**src/rtl/mips_pkg.sv**
```systemverilog
// Shared MIPS datapath definitions: widths, fetch FSM encodings,
// instruction field positions and the default reset vector.
package mips_pkg;

    localparam int INSTR_W = 32;
    localparam int IMM_W   = 16;

    localparam logic [31:0] RESET_VECTOR = 32'h0000_0000;

    localparam logic [1:0] ST_START = 2'd0;
    localparam logic [1:0] ST_REQ   = 2'd1;
    localparam logic [1:0] ST_HOLD  = 2'd2;
    localparam logic [1:0] ST_DRAIN = 2'd3;

    localparam int OPC_MSB = 31;
    localparam int OPC_LSB = 26;
    localparam int IMM_MSB = 15;
    localparam int IMM_LSB = 0;

    typedef struct packed {
        logic [INSTR_W-1:0] data;
        logic [31:0]        pc;
    } fetch_word_t;

    function automatic logic [31:0] word_align(input logic [31:0] a);
        return {a[31:2], 2'b00};
    endfunction

endpackage

```
**src/rtl/fetch_skid.sv**
```systemverilog
// One-entry holding register for an instruction word and its address,
// used when memory returns data while decode is stalled.
module fetch_skid
    import mips_pkg::*;
(
    input  logic        clk_i,
    input  logic        rst_i,
    input  logic        load_i,
    input  logic        drain_i,
    input  logic        clear_i,
    input  fetch_word_t word_i,
    output logic        full_o,
    output fetch_word_t word_o
);

    logic        full_q, full_d;
    fetch_word_t word_q, word_d;

    always_comb begin
        full_d = full_q;
        word_d = word_q;
        if (clear_i || drain_i) begin
            full_d = 1'b0;
        end else if (load_i) begin
            full_d = 1'b1;
            word_d = word_i;
        end
    end

    always_ff @(posedge clk_i or posedge rst_i) begin
        if (rst_i) begin
            full_q <= 1'b0;
            word_q <= '0;
        end else begin
            full_q <= full_d;
            word_q <= word_d;
        end
    end

    assign full_o = full_q;
    assign word_o = word_q;

endmodule

```
**src/rtl/instr_fetch.sv**
```systemverilog
// MIPS instruction-fetch stage: PC, imem req/ack, redirect and skid.
// Define FETCH_COUNT_EN to add the fetch_count consumption counter.
module instr_fetch
    import mips_pkg::*;
#(
    parameter logic [31:0] RESET_PC = RESET_VECTOR
) (
    input  logic               clock,
    input  logic               reset,
    input  logic               stall,
    input  logic               redirect,
    input  logic [31:0]        redirect_pc,
    output logic               imem_req,
    output logic [31:0]        imem_addr,
    input  logic               imem_ack,
    input  logic [INSTR_W-1:0] imem_data,
    output logic               valid,
    output logic [INSTR_W-1:0] instr,
    output logic [31:0]        instr_pc,
    output logic [31:0]        pc_plus4,
`ifdef FETCH_COUNT_EN
    output logic [31:0]        fetch_count,
`endif
    output logic [IMM_W-1:0]   imm
);

    logic [1:0]         state_q, state_d;
    logic               valid_q, valid_d;
    logic [INSTR_W-1:0] instr_q, instr_d;
    logic [31:0]        ipc_q, ipc_d;
    logic [31:0]        addr_q, addr_d;
    logic [31:0]        tgt_q, tgt_d;

    logic        consume;
    logic [31:0] rpc;
    logic [31:0] next_addr;
    logic        skid_load, skid_drain, skid_clear, skid_full;
    fetch_word_t skid_in, skid_out;

    assign consume   = valid_q & ~stall;
    assign rpc       = word_align(redirect_pc);
    assign next_addr = addr_q + 32'd4;
    assign skid_in   = '{data: imem_data, pc: addr_q};

    fetch_skid u_skid (
        .clk_i   (clock),
        .rst_i   (reset),
        .load_i  (skid_load),
        .drain_i (skid_drain),
        .clear_i (skid_clear),
        .word_i  (skid_in),
        .full_o  (skid_full),
        .word_o  (skid_out)
    );

    always_comb begin
        state_d    = state_q;
        valid_d    = valid_q;
        instr_d    = instr_q;
        ipc_d      = ipc_q;
        addr_d     = addr_q;
        tgt_d      = tgt_q;
        skid_load  = 1'b0;
        skid_drain = 1'b0;
        skid_clear = 1'b0;
        unique case (state_q)
            ST_START: begin
                state_d = ST_REQ;
            end
            ST_REQ: begin
                if (redirect) begin
                    valid_d = 1'b0;
                    if (imem_ack) begin
                        addr_d = rpc;
                    end else begin
                        tgt_d   = rpc;
                        state_d = ST_DRAIN;
                    end
                end else if (imem_ack) begin
                    addr_d = next_addr;
                    if (valid_q && stall) begin
                        skid_load = 1'b1;
                        state_d   = ST_HOLD;
                    end else begin
                        instr_d = imem_data;
                        ipc_d   = addr_q;
                        valid_d = 1'b1;
                    end
                end else if (consume) begin
                    valid_d = 1'b0;
                end
            end
            ST_HOLD: begin
                if (redirect) begin
                    valid_d    = 1'b0;
                    skid_clear = 1'b1;
                    addr_d     = rpc;
                    state_d    = ST_REQ;
                end else if (consume && skid_full) begin
                    instr_d    = skid_out.data;
                    ipc_d      = skid_out.pc;
                    skid_drain = 1'b1;
                    state_d    = ST_REQ;
                end
            end
            ST_DRAIN: begin
                // Outstanding word belongs to the abandoned path.
                if (redirect) begin
                    tgt_d = rpc;
                end else if (imem_ack) begin
                    addr_d  = tgt_q;
                    state_d = ST_REQ;
                end
            end
            default: begin
                state_d = ST_START;
            end
        endcase
    end

    always_ff @(posedge clock or posedge reset) begin
        if (reset) begin
            state_q <= ST_START;
            valid_q <= 1'b0;
            instr_q <= '0;
            ipc_q   <= '0;
            addr_q  <= RESET_PC;
            tgt_q   <= '0;
        end else begin
            state_q <= state_d;
            valid_q <= valid_d;
            instr_q <= instr_d;
            ipc_q   <= ipc_d;
            addr_q  <= addr_d;
            tgt_q   <= tgt_d;
        end
    end

`ifdef FETCH_COUNT_EN
    logic [31:0] cnt_q;

    always_ff @(posedge clock or posedge reset) begin
        if (reset) begin
            cnt_q <= '0;
        end else if (consume) begin
            cnt_q <= cnt_q + 32'd1;
        end
    end

    assign fetch_count = cnt_q;
`endif

    assign imem_req  = (state_q == ST_REQ) || (state_q == ST_DRAIN);
    assign imem_addr = addr_q;
    assign valid     = valid_q;
    assign instr     = instr_q;
    assign instr_pc  = ipc_q;
    assign pc_plus4  = ipc_q + 32'd4;
    assign imm       = instr_q[IMM_MSB:IMM_LSB];

endmodule

```
**config.mk**
```make
export PLATFORM = sky130hd
export DESIGN_NAME = instr_fetch
export DESIGN_NICKNAME = d
export VERILOG_FILES = /design/src/rtl/mips_pkg.sv /design/src/rtl/fetch_skid.sv /design/src/rtl/instr_fetch.sv
export SDC_FILE = /design/constraint.sdc
export NUM_CORES = 1
export LEC_CHECK = 0
export BUFFER_PORTS_ARGS = -buffer_cell sky130_fd_sc_hd__buf_4
export CAP_MARGIN = 0
export CORE_AREA = 5 5 132 165
export CTS_CLUSTER_SIZE = 14
export DETAILED_ROUTE_END_ITERATION = 8
export DIE_AREA = 0 0 137 170
export MAX_ROUTING_LAYER = met4
export PLACE_DENSITY = 0.79
export SYNTH_ARGS = -nofsm -noshare
export SYNTH_HDL_FRONTEND = slang
export SYNTH_SLANG_ARGS = --single-unit
```
**constraint.sdc**
```tcl
create_clock -name clock -period 7.28 [get_ports clock]
set_input_delay 1.82 -clock clock [delete_from_list [all_inputs] [get_ports clock]]
set_output_delay 1.82 -clock clock [all_outputs]
set_load 0.05 [all_outputs]
```
==> summary.md <==
| Metric | Value |
|---|---|
| Synthesis-to-finish area growth | `22.4%` |
| Slew @ Worst Pin | `1.16 ns` |
| DIE HEIGHT | `170 µm` |
| Setup TNS | `0 ns` |
| FP Rows | `58` |
| Worst setup SP type | `register` |
| Post-route DRC | `0` |
| Internal power | `0.00290 W` |
| IO Port Bufs | `206` |
| ANT cells | `0` |
| Layout cell share with drive strength beyond 1 | `32.0%` |
| Syn Inst Count | `950` |
| Largest area contributor in the netlist | `dfrtp_1` |
| Total track usage | `22.6%` |
| Hold_buf cts | `0` |
| Via-per-instance ratio | `5.70` |
| #FFs+latches synth | `188` |
| First-pass GRT wire length | `40700 µm` |
| Clk pwr share | `17.5%` |
| Syn Std Cell Area | `9780 µm²` |
| Clock Latency Late Sink | `0.43 ns` |
| Most common cell after layout, fill and taps aside | `buf_4` |
| Yosys top cell area share | `48.1%` |
| Final worst path period share | `62.5%` |
| Core area | `20000 µm²` |
| CTS tree | `done` |
| Switch Pwr | `0.00267 W` |
| Ys flop type | `dfrtp_1` |
| Boundary Pins | `215` |
| Most frequent cells in the layout | `buf_4 (215), dfrtp_1 (188), nand2_1 (121), o21ai_0 (103), mux2_2 (101)` |
| Relative slew slack | `22.4%` |
| Final instance area | `12000 µm²` |
| Root Buffer | `clkbuf_16` |
| Post-synth ARST share | `100%` |
| Cts repair resizes | `0` |
| DP Area | `11400 µm²` |
| H-tree depth | `4` |
| RSZ-0062 raised after global routing | `no` |
| Crit path max fanout | `7` |
| Worst path bufs/invs | `1` |
| Max Cap Viol | `0` |
| Die area | `23300 µm²` |
| Number of flops mapped to enable cells by yosys | `0` |
| HPWL after DPL | `17900 µm` |
| YS warnings | `0` |
| Critical Path AT | `2.73 ns` |
| Antenna-violating nets left | `0` |
| Crit Path Category | `register to primary output` |
| Syn avg cell area | `10.3 µm²` |
| Setup Fix Bufs, Post-CTS | `0` |
| Starting DRT DRC Count | `590` |
| Final hold violation count | `0` |
| CTS Buf Count | `17` |
| Nets | `1174` |
| Max Buffers Root-to-Sink | `2` |
| Sequential area share after synthesis | `48.1%` |
| Clock skew | `0.00967 ns` |
| Status | `complete, no violations` |
| Tmin final | `4.55 ns` |
| Sw Ratio | `47.9%` |
| FMAX | `0.220 GHz` |
| Cell variety after synth | `55` |
| Die Wd | `137 µm` |
| Routed len/inst | `18.7 µm` |
| Via Count | `7882` |
| PwrDens | `465 nW/µm²` |
| Hold Crit Class | `register to register` |
| Grt total ovfl | `0` |
| Largest net degree at the start of global routing | `86` |
| Final setup fails | `0` |
| Synth area leaders | `dfrtp_1 (48%), mux2_2 (12%), mux2i_1 (7.6%), o21ai_0 (5.3%), nand2_1 (4.6%)` |
| Slew Viols, Final | `0` |
| Clock sink count | `188` |
| Combinational Power Share | `48.4%` |
| CP max-delay cell | `or4b_4` |
| CP peak stage delay | `0.55 ns` |
| Gp weighted congestion | `0.870` |
| WP data required | `5.46 ns` |
| Clock-pin slew on the worst setup and hold paths | `0.07 ns` |
| Leak pwr | `5.52 nW` |
| R2R Setup Slk | `4.26 ns` |
| Critical path endpoint category | `primary output` |
| Vias in the first global route | `7839` |
| Starting Density | `49.0%` |
| Sequential Power Share | `34.0%` |
| Antenna violations before repair | `0` |
| CP Cell Sequence | `and4_1, or4b_4, or2_2, nor2_1, xor2_1, buf_4` |
| Max rail drop VDD | `0.246 mV` |
| TritonRoute pass-1 iters | `5` |
| CP delay by family, top | `simple AND/OR/NAND/NOR gates` |
| WL final | `25900 µm` |
state kept, by name, summed over array words and instances, names as in the netlist:
signal / cells
u_skid.word_o: 62
state_q: 2
instr_pc: 30
u_skid.full_o: 1
instr: 32
imem_addr: 30
valid: 1
tgt_q: 30
final cells by class:
cell class                 count  area (µm²)
clock buffer                  20         447
inverter                       8        35.0
fill                        1693        7990
timing repair buffer         215        1610
clock inverter                10         166
multi-input combinational    673        4660
sequential                   188        4700
tap                          270         338
metal layers:
metal  wire (µm)  part of all wire (%)  up-vias  GRT usage [%]
met5           0                     0        -              -
met4         710                   2.7        0           8.29
met3        1430                   5.5       44           3.73
met2       13200                    51      277           38.0
met1       10600                    41     3883           27.3
li1            -                     -     3678              -
Yosys cell counts, types with 4 or more instances:
library cell and number:
a21oi_1 45, a22o_1 6, a22oi_1 4, a31oi_1 6, and3_1 7, and4_1 7, buf_2 14, buf_4 23
clkbuf_1 45, dfrtp_1 188, inv_1 6, mux2_2 101, mux2i_1 74, nand2_1 121, nand2b_1 5, nand3_1 29
nand4_1 13, nor2_1 32, nor3_1 8, o211ai_1 5, o21ai_0 103, o221ai_1 5, o22ai_1 11, xnor2_1 26
xor2_1 10
cell families (layout without fill, tap and decap cells):
| group | count (synthesis) | count (layout) | synth area share [%] |
|---|---|---|---|
| DFF | 188 | 188 | 48.1 |
| buffers and inverters | 94 | 253 | 4.68 |
| other | 1 | 6 | 0.0384 |
| muxes | 175 | 175 | 19.2 |
| adders and majority gates | 2 | 2 | 0.256 |
| AOI/OAI and AO/OA | 209 | 209 | 12.5 |
| xor gates and xnor gates | 36 | 36 | 3.22 |
| and+or+nand+nor | 245 | 245 | 12.0 |
power by group through the flow:
stage | clock (W) | sequential, W | combinational [W]
final | 0.000977 | 0.00189 | 0.00270
after detailed placement | 0 | 0.00190 | 0.00271
after global placement | 0 | 0.00187 | 0.00266
after floorplan | 0 | 0.00254 | 0.00123
after CTS | 0.000997 | 0.00189 | 0.00272
after global routing | 0.00103 | 0.00195 | 0.00284
through the flow:
stage	setup WS, ns	power [W]	cells	util, %	hold WS (ns)
4_1_cts	2.70	0.00560	1384	59.9	0.486
3_5_place_dp	2.84	0.00461	1354	56.9	0.471
2_1_floorplan	0.346	0.00378	955	-	0.450
3_3_place_gp	2.93	0.00454	1354	56.9	0.463
5_1_grt	2.59	0.00583	1384	59.9	0.507
6_report	2.73	0.00557	1384	59.9	0.483
worst reg2reg max path, stage by stage, from the launching register on:
cell      delay, ns
dfrtp_1        0.34
buf_4          0.38
and2_1         0.70
a22o_1         0.92
o211ai_1       0.31
o21ai_0        0.16
nand3_1        0.09
final timing paths:
path,endpoint,cells after the start,start
setup / recovery,pc_plus4[19],6,instr_pc[7]
hold / removal,u_skid.word_o[23],2,u_skid.word_o[23]
hold reg to reg,u_skid.word_o[23],2,u_skid.word_o[23]
setup reg to reg,imem_addr[28],6,state_q[0]
min in group asynchronous,u_skid.word_o[55],2,reset
max in group asynchronous,imem_addr[25],3,reset
Note: power is estimated with default switching activity, not from simulation.
